`src/rtl/axis_pkg.sv`:
```
`default_nettype none
// =============================================================================
// axis_pkg : shared state type, byte-lane helper and defaults for the packer
// Rev 1.0
// =============================================================================
package axis_pkg;

   typedef enum logic [1:0] {
      ST_FILL  = 2'd0,
      ST_STALL = 2'd1,
      ST_FULL  = 2'd2
   } pack_state_t;

   localparam int         DEF_DATA_W  = 32;
   localparam int         DEF_BLK_W   = 128;
   localparam logic [7:0] DEF_PAD_VAL = 8'h00;

   // Source byte lane that feeds output lane 'lane' of an nbytes-wide word.
   function automatic int swap_lane(input int lane, input int nbytes, input bit swap);
      return swap ? (nbytes - 1 - lane) : lane;
   endfunction

endpackage
`default_nettype wire

```
`src/rtl/axis_blk_reg.sv`:
```
`default_nettype none
// =============================================================================
// axis_blk_reg : output block register, AXI-Stream master handshake, block count
// Rev 1.0
// =============================================================================
module axis_blk_reg
   import axis_pkg::*;
#(
   parameter int BLK_W = DEF_BLK_W
) (
   input  logic             aclk,
   input  logic             reset,
   input  logic             load,
   input  logic [BLK_W-1:0] load_data,
   input  logic             load_last,
   input  logic             load_user,
   input  logic             m_axis_tready,
   output logic [BLK_W-1:0] m_axis_tdata,
   output logic             m_axis_tvalid,
   output logic             m_axis_tlast,
   output logic             m_axis_tuser,
   output logic             fire,
   output logic [31:0]      blk_cnt
);

   assign fire = m_axis_tvalid && m_axis_tready;

   // A load may coincide with a handshake; the new block then replaces the old one.
   always_ff @(posedge aclk) begin
      if (reset) begin
         m_axis_tdata  <= '0;
         m_axis_tvalid <= 1'b0;
         m_axis_tlast  <= 1'b0;
         m_axis_tuser  <= 1'b0;
         blk_cnt       <= '0;
      end else begin
         if (load) begin
            m_axis_tdata  <= load_data;
            m_axis_tlast  <= load_last;
            m_axis_tuser  <= load_user;
            m_axis_tvalid <= 1'b1;
         end else if (fire) begin
            m_axis_tvalid <= 1'b0;
         end
         if (fire) begin
            blk_cnt <= blk_cnt + 32'd1;
         end
      end
   end

endmodule
`default_nettype wire

```
`src/rtl/axis_blk_packer.sv`:
```
`default_nettype none
// =============================================================================
// axis_blk_packer : packs DATA_W stream words into BLK_W blocks, first word in MSB
// Rev 1.0
// =============================================================================
module axis_blk_packer
   import axis_pkg::*;
#(
   parameter int         DATA_W     = DEF_DATA_W,
   parameter int         BLK_W      = DEF_BLK_W,
   parameter bit         SWAP_BYTES = 1'b1,
   parameter logic [7:0] PAD_VAL    = DEF_PAD_VAL
) (
   input  logic              aclk,
   input  logic              reset,
   input  logic [DATA_W-1:0] s_axis_tdata,
   input  logic              s_axis_tvalid,
   output logic              s_axis_tready,
   input  logic              s_axis_tlast,
   output logic [BLK_W-1:0]  m_axis_tdata,
   output logic              m_axis_tvalid,
   input  logic              m_axis_tready,
   output logic              m_axis_tlast,
   output logic              m_axis_tuser,
   output logic [31:0]       blk_cnt
);

   localparam int               N        = BLK_W / DATA_W;
   localparam int               NB       = DATA_W / 8;
   localparam int               IDX_W    = (N > 1) ? $clog2(N) : 1;
   localparam logic [IDX_W-1:0] LAST_IDX = IDX_W'(N - 1);
   localparam logic [BLK_W-1:0] PAD_BLK  = {N{{NB{PAD_VAL}}}};

   pack_state_t       state, state_nxt;
   logic [IDX_W-1:0]  idx;
   logic [BLK_W-1:0]  fill_data, blk_data, load_data;
   logic              fill_last, fill_user;
   logic [DATA_W-1:0] word;
   logic              accept, close, fire, load, load_from_fill;
   logic              load_last, load_user;

   for (genvar b = 0; b < NB; b++) begin : g_lane
      localparam int SRC = swap_lane(b, NB, SWAP_BYTES);
      assign word[8*b +: 8] = s_axis_tdata[8*SRC +: 8];
   end

   // The fill register restarts as all-pad, so untouched slots are already padded at close.
   for (genvar j = 0; j < N; j++) begin : g_slot
      localparam int HI = BLK_W - 1 - j*DATA_W;
      assign blk_data[HI -: DATA_W] = (idx == IDX_W'(j)) ? word : fill_data[HI -: DATA_W];
   end

   assign s_axis_tready = (state != ST_FULL);
   assign accept        = s_axis_tvalid && s_axis_tready;
   assign close         = accept && ((idx == LAST_IDX) || s_axis_tlast);

   always_comb begin
      state_nxt      = state;
      load           = 1'b0;
      load_from_fill = 1'b0;
      unique case (state)
         ST_FILL: begin
            if (close) begin
               state_nxt = ST_STALL;
               load      = 1'b1;
            end
         end
         ST_STALL: begin
            if (close && fire) begin
               load = 1'b1;
            end else if (close) begin
               state_nxt = ST_FULL;
            end else if (fire) begin
               state_nxt = ST_FILL;
            end
         end
         ST_FULL: begin
            if (fire) begin
               state_nxt      = ST_STALL;
               load           = 1'b1;
               load_from_fill = 1'b1;
            end
         end
         default: state_nxt = ST_FILL;
      endcase
   end

   assign load_data = load_from_fill ? fill_data : blk_data;
   assign load_last = load_from_fill ? fill_last : s_axis_tlast;
   assign load_user = load_from_fill ? fill_user : (idx != LAST_IDX);

   always_ff @(posedge aclk) begin
      if (reset) begin
         state     <= ST_FILL;
         idx       <= '0;
         fill_data <= PAD_BLK;
         fill_last <= 1'b0;
         fill_user <= 1'b0;
      end else begin
         state <= state_nxt;
         if (close) begin
            idx <= '0;
         end else if (accept) begin
            idx <= idx + IDX_W'(1);
         end
         if (close && !load) begin
            fill_data <= blk_data;
            fill_last <= s_axis_tlast;
            fill_user <= (idx != LAST_IDX);
         end else if (close || load_from_fill) begin
            fill_data <= PAD_BLK;
         end else if (accept) begin
            fill_data <= blk_data;
         end
      end
   end

   axis_blk_reg #(
      .BLK_W (BLK_W)
   ) u_blk_reg (
      .aclk          (aclk),
      .reset         (reset),
      .load          (load),
      .load_data     (load_data),
      .load_last     (load_last),
      .load_user     (load_user),
      .m_axis_tready (m_axis_tready),
      .m_axis_tdata  (m_axis_tdata),
      .m_axis_tvalid (m_axis_tvalid),
      .m_axis_tlast  (m_axis_tlast),
      .m_axis_tuser  (m_axis_tuser),
      .fire          (fire),
      .blk_cnt       (blk_cnt)
   );

endmodule
`default_nettype wire

```
`config.mk`:
```
export PLATFORM = sky130hd
export DESIGN_NAME = axis_blk_packer
export DESIGN_NICKNAME = d
export VERILOG_FILES = /design/src/rtl/axis_pkg.sv /design/src/rtl/axis_blk_reg.sv /design/src/rtl/axis_blk_packer.sv
export SDC_FILE = /design/constraint.sdc
export NUM_CORES = 1
export LEC_CHECK = 0
export CAP_MARGIN = 20
export CORE_MARGIN = 1
export CORE_UTILIZATION = 46
export CTS_BUF_LIST = sky130_fd_sc_hd__clkbuf_16
export DETAILED_ROUTE_END_ITERATION = 16
export PLACE_DENSITY_LB_ADDON = 0.1
export SYNTH_ARGS = -nofsm -noshare
export SYNTH_HDL_FRONTEND = slang
export SYNTH_SLANG_ARGS = --single-unit
```
`constraint.sdc`:
```
create_clock -name aclk -period 1.85 [get_ports aclk]
set_input_delay 0.2775 -clock aclk [delete_from_list [all_inputs] [get_ports aclk]]
set_output_delay 0.2775 -clock aclk [all_outputs]
set_load 0.01 [all_outputs]
```
==> results of run 1 <==
[worst min-delay path by stage]
stage	depth (start not counted)	to	from	slack, ps
floorplan	2	u_blk_reg.m_axis_tuser$_SDFFE_PP0P_	fill_user$_SDFFE_PP0P_	430
global placement	2	u_blk_reg.m_axis_tuser$_SDFFE_PP0P_	fill_user$_SDFFE_PP0P_	440
detailed placement	2	u_blk_reg.m_axis_tuser$_SDFFE_PP0P_	fill_user$_SDFFE_PP0P_	450
CTS	2	u_blk_reg.m_axis_tdata[6]$_SDFFE_PP0P_	reset	50
global route	2	u_blk_reg.m_axis_tdata[8]$_SDFFE_PP0P_	reset	60
finish	2	u_blk_reg.m_axis_tdata[4]$_SDFFE_PP0P_	reset	60
[routing by layer]
| layer | GRT usage, % | part of all wire [%] | vias up |
|---|---|---|---|
| met3 | 3.850 | 7.5 | 76 |
| met2 | 46.64 | 47 | 573 |
| li1 | - | - | 5818 |
| met1 | 38.68 | 42 | 5970 |
| met4 | 11.39 | 3.6 | 0 |
| met5 | 0 | 0 | - |
[final cells by class]
class / instances / area [µm²]
clock inverters: 23 / 123.9
well taps: 335 / 419.2
repair buffers: 329 / 3415
inverters: 10 / 37.54
clock buffers: 31 / 775.7
fillers: 2363 / 9896
multi-input cells: 1020 / 5729
flip-flops and latches: 297 / 5958
[flip-flops by register name, summed over array words and instances (netlist names)]
| name | cells |
|---|---|
| fill_data | 128 |
| fill_last | 1 |
| fill_user | 1 |
| idx | 2 |
| state | 2 |
| u_blk_reg.blk_cnt | 32 |
| u_blk_reg.m_axis_tdata | 128 |
| u_blk_reg.m_axis_tlast | 1 |
| u_blk_reg.m_axis_tuser | 1 |
| u_blk_reg.m_axis_tvalid | 1 |
[what timing repair did]
| action | in CTS | in global routing |
|---|---|---|
| endpoints found under the setup margin | 31 | 223 |
| pin swaps | 1 | 2 |
| gates resized for setup | 8 | 23 |
| buffers inserted | 2 | 1 |
| cloned | 0 | 1 |
[kinds of logic (layout without fill, tap and decap cells)]
group | count (synthesis) | count (layout)
compound gates | 428 | 428
xor+xnor | 11 | 11
fa+ha+maj | 5 | 5
buf+inv | 202 | 393
flops | 297 | 297
mux | 11 | 11
simple gates | 565 | 565
[where the power goes]
group | internal, W | switching (W)
Combinational | 0.000601 | 0.000978
Sequential | 0.00651 | 0.0000741
Clock | 0.00314 | 0.00251
[metrics by stage]
step	setup slack, ps	hold WS (ps)	instance area, µm²
after global placement	-269.4	442.3	15430
after detailed placement	-306.5	451.6	15430
after CTS	2.397	45.45	16360
final	44.42	62.57	16460
after global routing	-16.68	60.06	16460
after floorplan	101.6	431.9	12470
[cell usage in the layout, fill, tap and decap left out, drive strengths merged, types with 2 or more instances in the layout]
cell type and n:
nor2b 10, a31oi 101, a21bo 2, o21ai 134, nand2b 4, or3 6, clkbuf 32, xnor2 3
ha 5, a222oi 32, o41ai 4, dfxtp 297, xor2 8, o31ai 2, and3 7, nand2 111
or4 2, buf 129, dlymetal6s2s 8, clkdlybuf4s50 190, mux2 11, nand4 8, clkinv 15, nor3 10
nand3 335, a21oi 145, and2 3, nor4 2, a221oi 2, nor2 58, and4 6, inv 17
==> out/results.ini, run 1 <==
[run_status]
outcome = complete, no violations

[worst_setup_path]
slowest_stage = clkdlybuf4s50_1
cp-startpoint = u_blk_reg.blk_cnt[27]$_SDFFE_PP0P_
r2r_cells = 8
path_max_fanout = 5
rr_startpoint = idx[0]$_SDFFE_PP0P_
r2r_setup_slack_ps = 70
cp_top_family = buffers and inverters
cp-start-kind = flip-flop
end_kind = output pin
crit_arrival_ps = 1530
critPathKind = reg -> out
worst-path-stages = 1
crit_end = blk_cnt[27]
critPathMaxStageDelay_ps = 570
path_cells = clkdlybuf4s50_1
rr_endpoint = u_blk_reg.m_axis_tdata[69]$_SDFFE_PP0P_
path_buf_inv = 1
crit_required_ps = 1570

[logic_synthesis]
post-synth-top-count-cell = nand3_1
yosysUniqueCellTypes = 52
synth_top_area_share_pct = 47.67
ys_seq_area_share_pct = 47.67
synth_ff_type = dfxtp_1
avgSynthCellArea_um2 = 8.211
synthXorXnorAreaFrac_pct = 0.7725
synthAdderAreaFrac_pct = 0.5016
async_reset_ff_share_pct = 0
synthMuxAreaShare_pct = 0.9932
synth_compound_area_share_pct = 20.69
ys_ff_latch = 297
synth_area_leaders = dfxtp_1 48%, nand3_1 13%, a21oi_1 5.8%, a31oi_1 4.8%, o21ai_0 4.5%
synth_simple_gate_area_share_pct = 21.95
synth_edf_count = 0
ys_warn_count = 0
synth_top_cell_by_area = dfxtp_1
synth_top_cells_by_count = 334 x nand3_1, 297 x dfxtp_1, 145 x a21oi_1
synth_nets = 1561
synth_top_family_by_area = simple AND/OR/NAND/NOR gates
syn-instance-count = 1519
netlist_area_mm2 = 0.01247

[floorplan]
design.die.area_mm2 = 0.02778
rows = 59
die_h_um = 166.7
core_mm2 = 0.02635
initial_core_util_pct = 47.32
fp.dieW_um = 166.7
io_pins = 201

[worst_hold_path]
hold_class = in -> reg

[placement]
numPortBuffers = 200
gp_congestion = 0.8254
dp_cells = 1987
hpwl_um = 26240

[drt]
viasPerCell = 6.082
drt_iter0_markers = 1491
firstDrtPassIters = 7
ant_nets = 0
routed_wl_um = 41320
drc = 0
wl_per_cell_um = 20.20
vias = 12437

[sta]
worstMarginPinSlew_ps = 549.8
finalMaxSlewViolations = 0
fin_crit_sh_pct = 97.60
hold_violations = 0
setup_violations = 0
max_freq_mhz = 553.8
slew_headroom_pct = 63.35
fin_setup_tns_ps = 0
fin_skew_ps = 16.07
finalCriticalPeriod_ps = 1806

[power_and_ir_drop]
total_power_w = 0.01382
vdd_drop_max_mv = 0.7275
p_leak_nw = 5.642
power_density_mw_per_mm2 = 839.7

[finish]
layout-drive-gt1-share_pct = 12.57
nets = 1731
final_util_pct = 62.45
stdcell_count = 2045
syn2layout_area_growth_pct = 31.96
diodes = 0

[cts]
cts_tree = built
worstSkewPairLatency_ps = 560
clk_transition_reported_paths_ps = 60
cts_max_path_buffers = 3
cts_made_buffers = 31
root_buffer = clkbuf_16
cts_num_sinks = 297
cts_hold_buffers = 0
htreeDepth = 1

[global_routing]
grt_pass1_vias = 11617
grt_max_degree = 66
grt_pass1_wl_um = 64600
overflow = 0
grt.total_usage_pct = 28.74
antenna_found_initial = 0

[job]
maxCapViolations = 0

Power figures use the tool's default switching activity.
==> run 2: changes to the inputs <==
- CAP_MARGIN: 20 -> 30
- SLEW_MARGIN: not set -> 20
==> results of run 2 <==
No change in the layout: final DEF, timing and power equal those of run 1.
==> run 3: changes to the inputs <==
- ABC_AREA: not set -> 1
- SETUP_SLACK_MARGIN: not set -> 0.02
==> out/results.ini, run 3 <==
[logic_synthesis]
synthMuxAreaShare_pct = 0  ; -0.99 points
synth_area_leaders = dfxtp_1 41%, a21oi_1 12%, nand2_1 10%, nand3_1 7.3%, nor2_1 6.8%
ys_ff_latch = 297  ; unchanged
netlist_area_mm2 = 0.01434  ; +15%
synth_edf_count = 0  ; unchanged
synth_top_cells_by_count = 400 x nand2_1, 353 x a21oi_1, 297 x dfxtp_1
synth_simple_gate_area_share_pct = 25.42  ; +3.5 points
post-synth-top-count-cell = nand2_1
ys_warn_count = 0  ; unchanged
synth_top_cell_by_area = dfxtp_1
synthXorXnorAreaFrac_pct = 0.2443  ; -0.53 points
async_reset_ff_share_pct = 0  ; unchanged
avgSynthCellArea_um2 = 6.600  ; -20%
synth_ff_type = dfxtp_1
syn-instance-count = 2173  ; +43%
synthAdderAreaFrac_pct = 0.4362  ; -0.065 points
synth_compound_area_share_pct = 22.35  ; +1.7 points
ys_seq_area_share_pct = 41.46  ; -6.2 points
synth_nets = 2215  ; +42%
synth_top_area_share_pct = 41.46  ; -6.2 points
yosysUniqueCellTypes = 28  ; -46%
synth_top_family_by_area = simple AND/OR/NAND/NOR gates

[finish]
final_util_pct = 62.57  ; +0.11 points
nets = 2451  ; +42%
stdcell_count = 2829  ; +38%
diodes = 0  ; unchanged
syn2layout_area_growth_pct = 33.80
num-fill-cells = 2760  ; +17%
final_cell_mix = 400 x nand2_1, 352 x a21oi_1, 286 x dfxtp_1, 255 x nor2_1, 210 x nand3_1
regArea_mm2 = 0.005959  ; about the same
final_area_mm2 = 0.01919  ; +17%
layout-drive-gt1-share_pct = 10.48  ; -2.1 points
multi_input_area_mm2 = 0.007022  ; +23%
final_common_cell = nand2_1
top_regs = fill_data x128, u_blk_reg.m_axis_tdata x128, u_blk_reg.blk_cnt x32

[placement]
numPortBuffers = 200  ; unchanged
pre_cts_slack_ps = -371.8  ; -65.28 ps
gp_congestion = 0.8919  ; +8.1%
placed_cell_area_mm2 = 0.01789  ; +16%
dp_cells = 2765  ; +39%
hpwl_um = 32600  ; +24%

[floorplan]
design.die.area_mm2 = 0.03189  ; +15%
fp.dieW_um = 178.6  ; +7.1%
initial_core_util_pct = 46.76  ; -0.56 points
core_mm2 = 0.03067  ; +16%
rows = 64  ; +8.5%
die_h_um = 178.6  ; +7.1%
io_pins = 201  ; unchanged

[worst_setup_path]
critPathMaxStageDelay_ps = 590  ; +20 ps
crit_required_ps = 1570  ; about the same
cp_top_family = buffers and inverters
end_kind = output pin
worst-path-stages = 1  ; unchanged
slowest_stage = clkdlybuf4s50_1
cp-start-kind = flip-flop
path_cells = clkdlybuf4s50_1
critPathKind = reg -> out
path_max_fanout = 4  ; -1
crit_arrival_ps = 1540  ; about the same
path_buf_inv = 1  ; unchanged
r2r_cells = 9  ; +1

[sta]
fin_crit_sh_pct = 98.31  ; +0.71 points
rsz0062_at_grt = yes
setup_slack_ps = 31.35  ; -13.08 ps
slew_headroom_pct = 60.86  ; -2.5 points
finalMaxSlewViolations = 0  ; unchanged
hold_violations = 0  ; unchanged
setup_violations = 0  ; unchanged
finalCriticalPeriod_ps = 1819  ; +13.08 ps
fin_skew_ps = 9.827  ; -6.239 ps
worstMarginPinSlew_ps = 587.1  ; +37.29 ps
max_freq_mhz = 549.9  ; -0.72%
fin_setup_tns_ps = 0  ; unchanged

[drt]
drc = 0  ; unchanged
viasPerCell = 5.531  ; -9.0%
vias = 15648  ; +26%
routed_wl_um = 49080  ; +19%
drt_iter0_markers = 1389  ; -6.8%
wl_per_cell_um = 17.35  ; -14%
firstDrtPassIters = 5  ; -2
ant_nets = 0  ; unchanged

[cts]
htreeDepth = 2  ; +1
clk_transition_reported_paths_ps = 60  ; about the same
worstSkewPairLatency_ps = 510  ; -50 ps
cts_made_buffers = 34  ; +9.7%
cts_max_path_buffers = 3  ; unchanged
root_buffer = clkbuf_16
cts_tree = built
cts_num_sinks = 297  ; unchanged
cts_hold_buffers = 0  ; unchanged

[worst_hold_path]
hold_class = in -> reg
hold_depth = 2  ; unchanged

[power_and_ir_drop]
p_leak_nw = 6.732  ; +19%
vdd_drop_max_mv = 0.5071  ; -30%
power_density_mw_per_mm2 = 826.2  ; -1.6%

[global_routing]
grt_max_degree = 114  ; +73%
grt_pass1_wl_um = 75180  ; +16%
grt_pass1_vias = 14125  ; +22%
antenna_found_initial = 0  ; unchanged
grt.total_usage_pct = 29.75  ; +1.0 points
overflow = 0  ; unchanged

[run_status]
outcome = complete, no violations

[job]
maxCapViolations = 0  ; unchanged

[run 3: path summary, 6_finish.rpt]
path / from / to / slack, ps
setup / recovery: u_blk_reg.blk_cnt[15]$_SDFFE_PP0P_ / blk_cnt[15] / 30
hold / removal: reset / u_blk_reg.m_axis_tdata[7]$_SDFFE_PP0P_ / 30
setup reg to reg: idx[0]$_SDFFE_PP0P_ / u_blk_reg.m_axis_tdata[58]$_SDFFE_PP0P_ / 80
hold reg to reg: fill_data[99]$_SDFFE_PP0P_ / fill_data[99]$_SDFFE_PP0P_ / 470
[run 3: final cells by class]
| type | instances | area share (%) |
|---|---|---|
| multi-input cells | 1511 | 36.59 |
| flip-flops and latches | 297 | 31.06 |
| repair buffers | 371 | 20.14 |
| clock buffers | 37 | 4.825 |
| inverters | 194 | 3.860 |
| well taps | 396 | 2.582 |
| clock inverters | 23 | 0.9390 |
[run 3: metrics by stage]
step	hold WS [ps]	total power, W
floorplan	412.4	0.008120
global placement	449.9	0.009104
detailed placement	455.0	0.009153
CTS	15.40	0.01585
global route	33.04	0.01640
finish	29.29	0.01585
[run 3: repair_timing]
action,in CTS,in global routing
setup endpoints to repair,4,96
pin swaps,0,5
cloned,0,3
setup buffers,0,1
gates resized for setup,3,30
[run 3: logic make-up after synthesis]
logic type	Yosys count
and+or+nand+nor	886
AOI/OAI and AO/OA	616
buffers and inverters	365
DFF	297
adders and majority gates	5
xor gates and xnor gates	4
[run 3: routing by layer]
layer	routed length, µm	up-vias	part of all wire (%)	track usage [%]
met2	22380	666	46	47.45
met1	21090	7271	43	40.12
met4	2033	0	4.1	13.10
met5	0	-	0	0
li1	-	7595	-	-
met3	3571	116	7.3	3.730
[run 3: power by group]
group	switching (W)	internal, W	total, W
logic	0.00131	0.000971	0.00229
registers	0.000173	0.00667	0.00684
clock network	0.00272	0.00401	0.00673
total	0.00421	0.0116	0.0159
